--- src/rtl/if_fetch_pkg.sv ---
// Shared constants and the FIFO entry layout for the instruction-fetch stage.
// IF_ADEL_EN adds an address-error flag to every buffered entry.
package if_fetch_pkg;

    localparam int          INST_ADDR_BUS      = 32;
    localparam int          INST_BUS           = 32;
    localparam logic [31:0] ZERO_WORD          = 32'h0000_0000;
    localparam logic        ENABLE             = 1'b1;
    localparam logic        DISABLE            = 1'b0;
    localparam int          IF_FIFO_DEPTH_LOG2 = 1;

    typedef struct packed {
        logic [INST_ADDR_BUS-1:0] pc;
        logic [INST_BUS-1:0]      inst;
`ifdef IF_ADEL_EN
        logic                     adel;
`endif
    } fetch_entry_t;

    localparam int ENTRY_W = $bits(fetch_entry_t);

    // Misaligned targets are kept when the address-error flag can report them;
    // otherwise the target is forced onto a word boundary.
    function automatic logic [INST_ADDR_BUS-1:0] redirect_target(
        input logic [INST_ADDR_BUS-1:0] addr
    );
`ifdef IF_ADEL_EN
        return addr;
`else
        return addr & ~32'h0000_0003;
`endif
    endfunction

endpackage

--- src/rtl/if_fifo.sv ---
// Synchronous FIFO with a clear input; push and pop may coincide at any
// occupancy, including full. The head reads as zero while empty.
module if_fifo #(
    parameter int WIDTH = 65,
    parameter int DEPTH = 2,
    localparam int PTR_W = $clog2(DEPTH)
) (
    input  logic             clk,
    input  logic             rst_n,
    input  logic             clear,
    input  logic             push,
    input  logic             pop,
    input  logic [WIDTH-1:0] wdata,
    output logic [WIDTH-1:0] rdata,
    output logic             full,
    output logic             empty,
    output logic [PTR_W:0]   count
);

    logic [WIDTH-1:0] mem [DEPTH];
    logic [PTR_W-1:0] wr_ptr;
    logic [PTR_W-1:0] rd_ptr;
    logic             do_push;
    logic             do_pop;

    assign full    = (count == (PTR_W+1)'(DEPTH));
    assign empty   = (count == '0);
    assign do_pop  = pop & ~empty & ~clear;
    assign do_push = push & (~full | do_pop) & ~clear;

    // NOTE: sequential state is updated with non-blocking assignments so every
    // register samples the pre-edge values regardless of statement order.
    always_ff @(posedge clk or negedge rst_n) begin
        if (!rst_n) begin
            wr_ptr <= '0;
            rd_ptr <= '0;
            count  <= '0;
        end else if (clear) begin
            wr_ptr <= '0;
            rd_ptr <= '0;
            count  <= '0;
        end else begin
            if (do_push) wr_ptr <= wr_ptr + 1'b1;
            if (do_pop)  rd_ptr <= rd_ptr + 1'b1;
            if (do_push && !do_pop)      count <= count + 1'b1;
            else if (do_pop && !do_push) count <= count - 1'b1;
        end
    end

    // NOTE: the storage array has no reset; validity is defined solely by
    // count, so resetting it would only add reset fan-out.
    always_ff @(posedge clk) begin
        if (do_push) mem[wr_ptr] <= wdata;
    end

    assign rdata = empty ? '0 : mem[rd_ptr];

endmodule

--- src/rtl/if_fetch.sv ---
// Instruction-fetch initiator: owns the PC, drives the ROM, buffers fetched
// {pc, inst} pairs toward ID. Optional IF_ADEL_EN flags misaligned fetches.
module if_fetch
    import if_fetch_pkg::*;
#(
    parameter int          FIFO_DEPTH = 1 << IF_FIFO_DEPTH_LOG2,
    parameter logic [31:0] RESET_PC   = 32'h0000_0000
) (
    input  logic        clk,
    input  logic        rst_n,
    output logic        rom_ce_o,
    output logic [31:0] rom_addr_o,
    input  logic [31:0] rom_inst_i,
    input  logic        branch_flag_i,
    input  logic [31:0] branch_target_i,
    input  logic        flush_i,
    input  logic [31:0] new_pc_i,
    output logic        if_valid_o,
    input  logic        id_ready_i,
    output logic [31:0] if_pc_o,
`ifdef IF_ADEL_EN
    output logic        if_excp_adel_o,
`endif
    output logic [31:0] if_inst_o
);

    localparam int CNT_W = $clog2(FIFO_DEPTH) + 1;

    logic               ce_q;
    logic [31:0]        pc_q;
    logic [31:0]        pc_next;
    logic               redirect;
    logic               pop;
    logic               fetch;
    logic               fifo_full;
    logic               fifo_empty;
    logic [CNT_W-1:0]   fifo_count;
    logic               fifo_count_unused;
    logic [ENTRY_W-1:0] fifo_rdata;
    fetch_entry_t       push_entry;
    fetch_entry_t       head_entry;

    assign redirect   = flush_i | branch_flag_i;
    assign pop        = if_valid_o & id_ready_i;
    assign fetch      = ce_q & (~fifo_full | pop);
    assign rom_ce_o   = ce_q;
    assign rom_addr_o = pc_q;

    // NOTE: every combinational output gets a default first so no path
    // through the block can leave a variable unassigned and infer a latch.
    always_comb begin
        pc_next = pc_q;
        if (flush_i)            pc_next = redirect_target(new_pc_i);
        else if (branch_flag_i) pc_next = redirect_target(branch_target_i);
        else if (fetch)         pc_next = pc_q + 32'd4;
    end

    always_ff @(posedge clk or negedge rst_n) begin
        if (!rst_n) begin
            ce_q <= DISABLE;
            pc_q <= RESET_PC;
        end else begin
            ce_q <= ENABLE;
            pc_q <= pc_next;
        end
    end

    // A misaligned fetch still occupies a slot but carries a nop.
    always_comb begin
        push_entry      = '0;
        push_entry.pc   = pc_q;
        push_entry.inst = rom_inst_i;
`ifdef IF_ADEL_EN
        push_entry.adel = (pc_q[1:0] != 2'b00);
        if (push_entry.adel) push_entry.inst = ZERO_WORD;
`endif
    end

    if_fifo #(
        .WIDTH (ENTRY_W),
        .DEPTH (FIFO_DEPTH)
    ) u_fifo (
        .clk   (clk),
        .rst_n (rst_n),
        .clear (redirect),
        .push  (fetch & ~redirect),
        .pop   (pop & ~redirect),
        .wdata (push_entry),
        .rdata (fifo_rdata),
        .full  (fifo_full),
        .empty (fifo_empty),
        .count (fifo_count)
    );

    assign fifo_count_unused = ^fifo_count;

    assign head_entry = fetch_entry_t'(fifo_rdata);
    assign if_valid_o = ~fifo_empty;
    assign if_pc_o    = head_entry.pc;
    assign if_inst_o  = head_entry.inst;
`ifdef IF_ADEL_EN
    assign if_excp_adel_o = head_entry.adel;
`endif

endmodule

--- config.mk ---
export PLATFORM = sky130hd
export DESIGN_NAME = if_fetch
export DESIGN_NICKNAME = d
export VERILOG_FILES = /design/src/rtl/if_fetch_pkg.sv /design/src/rtl/if_fifo.sv /design/src/rtl/if_fetch.sv
export SDC_FILE = /design/constraint.sdc
export NUM_CORES = 1
export LEC_CHECK = 0
export BUFFER_PORTS_ARGS = -buffer_cell sky130_fd_sc_hd__buf_2
export CAP_MARGIN = 10
export CORE_ASPECT_RATIO = 0.75
export CORE_MARGIN = 4
export CORE_UTILIZATION = 47
export DETAILED_ROUTE_END_ITERATION = 7
export PLACE_DENSITY = 0.81
export SLEW_MARGIN = 5
export SYNTH_ARGS = -nofsm -noshare
export SYNTH_HDL_FRONTEND = slang
export SYNTH_SLANG_ARGS = --single-unit
--- constraint.sdc ---
create_clock -name clk -period 4.45 [get_ports clk]
set_input_delay 0.6675 -clock clk [delete_from_list [all_inputs] [get_ports clk]]
set_output_delay 0.6675 -clock clk [all_outputs]
set_load 0.02 [all_outputs]
# After elaboration in Yosys (flattened, before gate mapping)
# Memory sizes are Yosys's and may differ from the RTL's.
# Cells that the tools add are included.
[classes]
n_eq_ne = 1
n_reduce_logical = 9
n_addsub = 5
mux = 13
bitwise = 14
[ops]
columns = ["operator", "n"]
rows = [
  ["$mux 32", 3],
  ["$mux 64", 1],
  ["$add 32x3->32 const B", 1],
  ["$and 1x1->1", 8],
  ["$mux 1", 6],
  ["$mux 2", 3],
  ["$reduce_bool 3->1", 2],
  ["$reduce_bool 2->1", 2],
  ["$not 1->1", 3],
  ["$or 1x1->1", 3],
  ["$add 1x1->1 const B", 2],
  ["$add 2x1->2 const B", 1],
  ["$eq 2x2->1 const B", 1],
  ["$logic_and 1x1->1", 2],
  ["$logic_not 1->1", 2],
  ["$logic_not 2->1", 1],
  ["$sub 2x1->2 const B", 1],
]
[totals]
ram_bits = 128
register_bits = 37
mem_count = 1
input_bits = 101
[mem_list]
columns = ["memory", "depth", "width", "rd", "rd_clocked_by_memory_dff", "write_ports", "line_no", "rtl"]
rows = [
  ["u_fifo.mem", 2, 64, 1, 0, 1, "if_fifo.sv:20", "logic [WIDTH-1:0] mem [DEPTH];"],
]

# Longest topological paths before layout
[depth]
depth_word = 14
ltp_mapped = 7
depth_no_buf = 6

# Cells and area by module
# Synthesis repeated with hierarchy kept, for this count alone.
[unflattened]
hier_cells = 584
hier_area_um2 = 7403.4
[by_module_without_submodules]
columns = ["mod", "seq_area_each_um2", "instances", "area_each_um2", "cells_per_inst"]
rows = [
  ["if_fifo", 3943.8, 1, 5043.6, 297],
  ["if_fetch", 775.7, 1, 2359.8, 287],
]

# Worst setup path before layout
# No wires, ideal clock.
[synth_path]
kind = "input-to-reg"
startpoint = "input branch_flag_i"
endpoint = "memory u_fifo.mem[0][0] (netlist bit), enable pin"
t_required_ns = 3.968
setup_ns = 0.482
t_arrival_ns = 3.974
path_slack_ns = -0.006
path_stages = 5
path_cell_list = "clkbuf_1 > nor2_1 > clkbuf_1 > nand2_1 > nor2_1"
[synth_via]
elab_chain_len = 10
[synth_lines]
columns = ["element", "line_no", "rtl"]
rows = [
  ["from (decl)", "if_fetch.sv:14", "input logic branch_flag_i,"],
  ["$or 1x1->1 *", "if_fetch.sv:43", "assign redirect = flush_i | branch_flag_i;"],
  ["$not 1->1 *", "n/a", ""],
  ["$and 1x1->1", "if_fetch.sv:87", ".pop (pop & ~redirect),"],
  ["$and 1x1->1 (2 in series)", "if_fifo.sv:28", "assign do_pop = pop & ~empty & ~clear;"],
  ["$or 1x1->1", "if_fifo.sv:29", "assign do_push = push & (~full | do_pop) & ~clear;"],
  ["$and 1x1->1", "if_fifo.sv:29", ""],
  ["$and 1x1->1 *", "if_fifo.sv:29", ""],
  ["$mux 1 *", "if_fifo.sv:53", "if (do_push) mem[wr_ptr] <= wdata;"],
  ["$mux 1 (not written as such) *", "if_fifo.sv:53", ""],
  ["to (decl)", "if_fifo.sv:20", ""],
]
# Mark *: on every way between the ends. The rest lies on a longest branch, timed or not.

# Worst setup path after layout
[layout_path]
startpoint = "register u_fifo.rd_ptr"
endpoint = "output if_pc_o[13]"
[layout_via]
elab_chain_len = 2
[layout_lines]
columns = ["element", "line_no", "rtl"]
rows = [
  ["from (decl)", "if_fifo.sv:22", "logic [PTR_W-1:0] rd_ptr;"],
  ["from (signal assigned)", "if_fifo.sv:44", "if (do_pop) rd_ptr <= rd_ptr + 1'b1;"],
  ["$mem_v2 2x64", "n/a", ""],
  ["$mux 64", "if_fifo.sv:56", "assign rdata = empty ? '0 : mem[rd_ptr];"],
  ["to (decl)", "if_fetch.sv:20", "output logic [31:0] if_pc_o,"],
]
# No other way between the ends.

==> flow_summary.yaml <==
worst_setup_path:
  critPathLaunch: "u_fifo.rd_ptr"
  path_class: "reg -> out"
  arrival_ps: 2220
  cp-end-kind: "output pin"
  worst_ep_required_time_ps: 3780
  start_kind: "register"
  rr_startpoint: "u_fifo.count[1]"
  reg2regPathDepth: 5
  worstSetupEndpoint: "if_pc_o[13]"
  r2r_end: "u_fifo.mem[0][39]"
  path_max_fanout: 63
  rrSetupSlack_ps: 1910
detailed_routing:
  post_drt_wl_per_cell_um: 18.4
  viasPerCell: 5.44
  drc: 0
  drtIter0Drc: 333
  via_count: 5270
  postRouteAntennaNets: 0
  drtPass1Iterations: 5
  wirelength_um: 17800
floorplan:
  dieArea_sq_mm: 0.0173
  die_h_um: 115
  num_io_pins: 199
  die_w_um: 150
  start_util_pct: 48.6
  coreArea_sq_mm: 0.0147
  fp-row-count: 38
job:
  drv_cap: 0
clock_tree:
  cts_hold_buffers: 0
  clockBufferDepth: 2
  cts-resized-gates: 0
  worstSkewPairLatency_ps: 420
  root_buffer: "clkbuf_16"
  tritoncts: "yes"
  clock-sinks: 159
  post_cts_buffers: 0
  htree_levels: 4
  clk_pin_slew_ps: 70
  cts_buffers: 17
logic_synthesis:
  synth.mux.area_fraction_pct: 9.98
  yosysWarnings: 0
  synth_top_family_by_area: "simple AND/OR/NAND/NOR gates"
  ys_seq_area_share_pct: 64.4
  yosys.area_share.simple_pct: 12.4
  synth_xor_area_share_pct: 2.33
  synth_compound_area_share_pct: 8.07
  post_synth.cell_area_avg_sq_um: 12.5
  ys_ff_latch: 159
  synth_async_sr_flop_share_pct: 22.0
  synthFlopType: "edfxtp_1"
  synth_area_sq_mm: 0.00715
  synth-edff-count: 124
  synthCells: 570
  synth.distinct_cells: 57
  synth_adder_area_share_pct: 0.175
power:
  leakage_nw: 3.44
  vdd_drop_max_v: 0.000294
  p_total_mw: 3.47
  powerDensity_mw_per_mm2: 391
timing:
  hold_viol_final: 0
  fmax_mhz: 346
  setup-tns-final_ps: 0
  tightest_slew_ps: 1140
  setup_violations: 0
  rsz0062_at_grt: "false"
  slew_headroom_pct: 24.3
  min_period_ps: 2890
  clock_skew_ps: 8.97
  drv_slew: 0
  period_share_pct: 65.0
placed_design:
  hpwl_um: 12500
  port_buffers: 190
  gp_congestion: 0.876
global_routing:
  track_usage_pct: 20.6
  grt_pass1_vias: 4872
  antenna_found_initial: 3
  grt_max_degree: 64
  grt_pass1_wl_um: 26600
  grt_overflow: 0
run_status:
  run_status: "completed"
final_layout:
  mostFrequentLayoutCells: "buf_2, edfxtp_1, nor2_1"
  mostFrequentLayoutCell: "buf_2"
  fill_cells: 1166
  final_nets: 856
  drive_gt1_share_pct: 32.5
  areaGrowthSynthToFinish_pct: 24.1
worst_hold_path:
  hold_class: "in -> async"
[layer usage]
metal / up-vias / GRT usage, % / part of all wire (%) / routed length, um
li1: 2492 / - / - / -
met1: 2482 / 28.2 / 42 / 7540
met2: 268 / 32.4 / 46 / 8150
met3: 24 / 6.42 / 11 / 1920
met4: 4 / 5.30 / 1.0 / 183
met5: - / 0 / 0.12 / 21
[area by class of cell]
class                      count  area (sq um)  share of cell area [%]
clock buffer                  17           425                    4.80
tap                          200           250                    2.82
antenna                        2          5.00                  0.0564
sequential                   159          4600                    51.9
timing repair buffer         198          1040                    11.7
clock inverter                15           126                    1.42
inverter                       9          33.8                   0.381
multi-input combinational    369          2390                    26.9
[logic make-up after synthesis]
group | count (synthesis)
fa+ha+maj | 1
xor+xnor | 19
other cells | 2
buf+inv | 45
flops | 159
mux | 71
compound gates | 86
simple gates | 187
[registers in the layout (all words and copies together) (netlist names)]
name,cells
rom_ce_o,1
u_fifo.wr_ptr,1
rom_addr_o,30
u_fifo.rd_ptr,1
u_fifo.count,2
u_fifo.mem,124
[Yosys cell counts (4+ instances only)]
library cell	count	area (sq um)
a211oi_1	5	37.5
a21oi_1	22	110
a221oi_1	5	43.8
a22oi_1	5	37.5
a311oi_1	5	43.8
and2_1	4	25.0
and3_1	8	50.1
buf_1	7	26.3
buf_4	4	30.0
clkbuf_1	23	86.3
dfrtp_1	35	876
edfxtp_1	124	3720
inv_1	8	30.0
mux2i_1	69	691
nand2_1	36	135
nand3_1	14	70.1
nand4_1	4	25.0
nor2_1	86	323
nor2b_1	5	31.3
nor3_1	6	30.0
nor4_1	6	37.5
o21ai_0	17	85.1
o22ai_1	5	31.3
xnor2_1	13	114
xor2_1	6	52.6
[power by group]
part	switching [mW]	internal, mW	total [mW]	leakage (nW)
combinational	0.228	0.142	0.369	1.61
clock	0.621	0.733	1.35	0.275
sequential	0.0760	1.67	1.75	1.55
[metrics by stage]
stage / utilization (%) / setup slack [ps] / instances / hold slack, ps / cell area [sq um]
floorplan: - / 1020 / 573 / 372 / 7160
global placement: 56.6 / 1320 / 935 / 550 / 8310
detailed placement: 56.6 / 1300 / 935 / 550 / 8310
CTS: 60.3 / 1570 / 967 / 367 / 8860
global route: 60.3 / 1450 / 968 / 414 / 8870
finish: 60.4 / 1560 / 969 / 343 / 8870
[worst min path at each step]
| stage | cells after the start | from | to |
|---|---|---|---|
| finish | 1 | rst_n | rom_addr_o[5] |
| global route | 1 | rst_n | rom_addr_o[5] |
| CTS | 1 | rst_n | rom_addr_o[14] |
| detailed placement | 0 | rom_addr_o[22] | u_fifo.mem[0][54] |
| global placement | 0 | rom_addr_o[22] | u_fifo.mem[0][54] |
| floorplan | 0 | rst_n | rom_addr_o[10] |
[critical path, stage by stage, from the launching register on]
cell and delay (ps):
dfrtp_4 1140, mux2i_1 300, nor2_1 80, buf_2 190
Note: power is estimated with default switching activity, not from simulation.
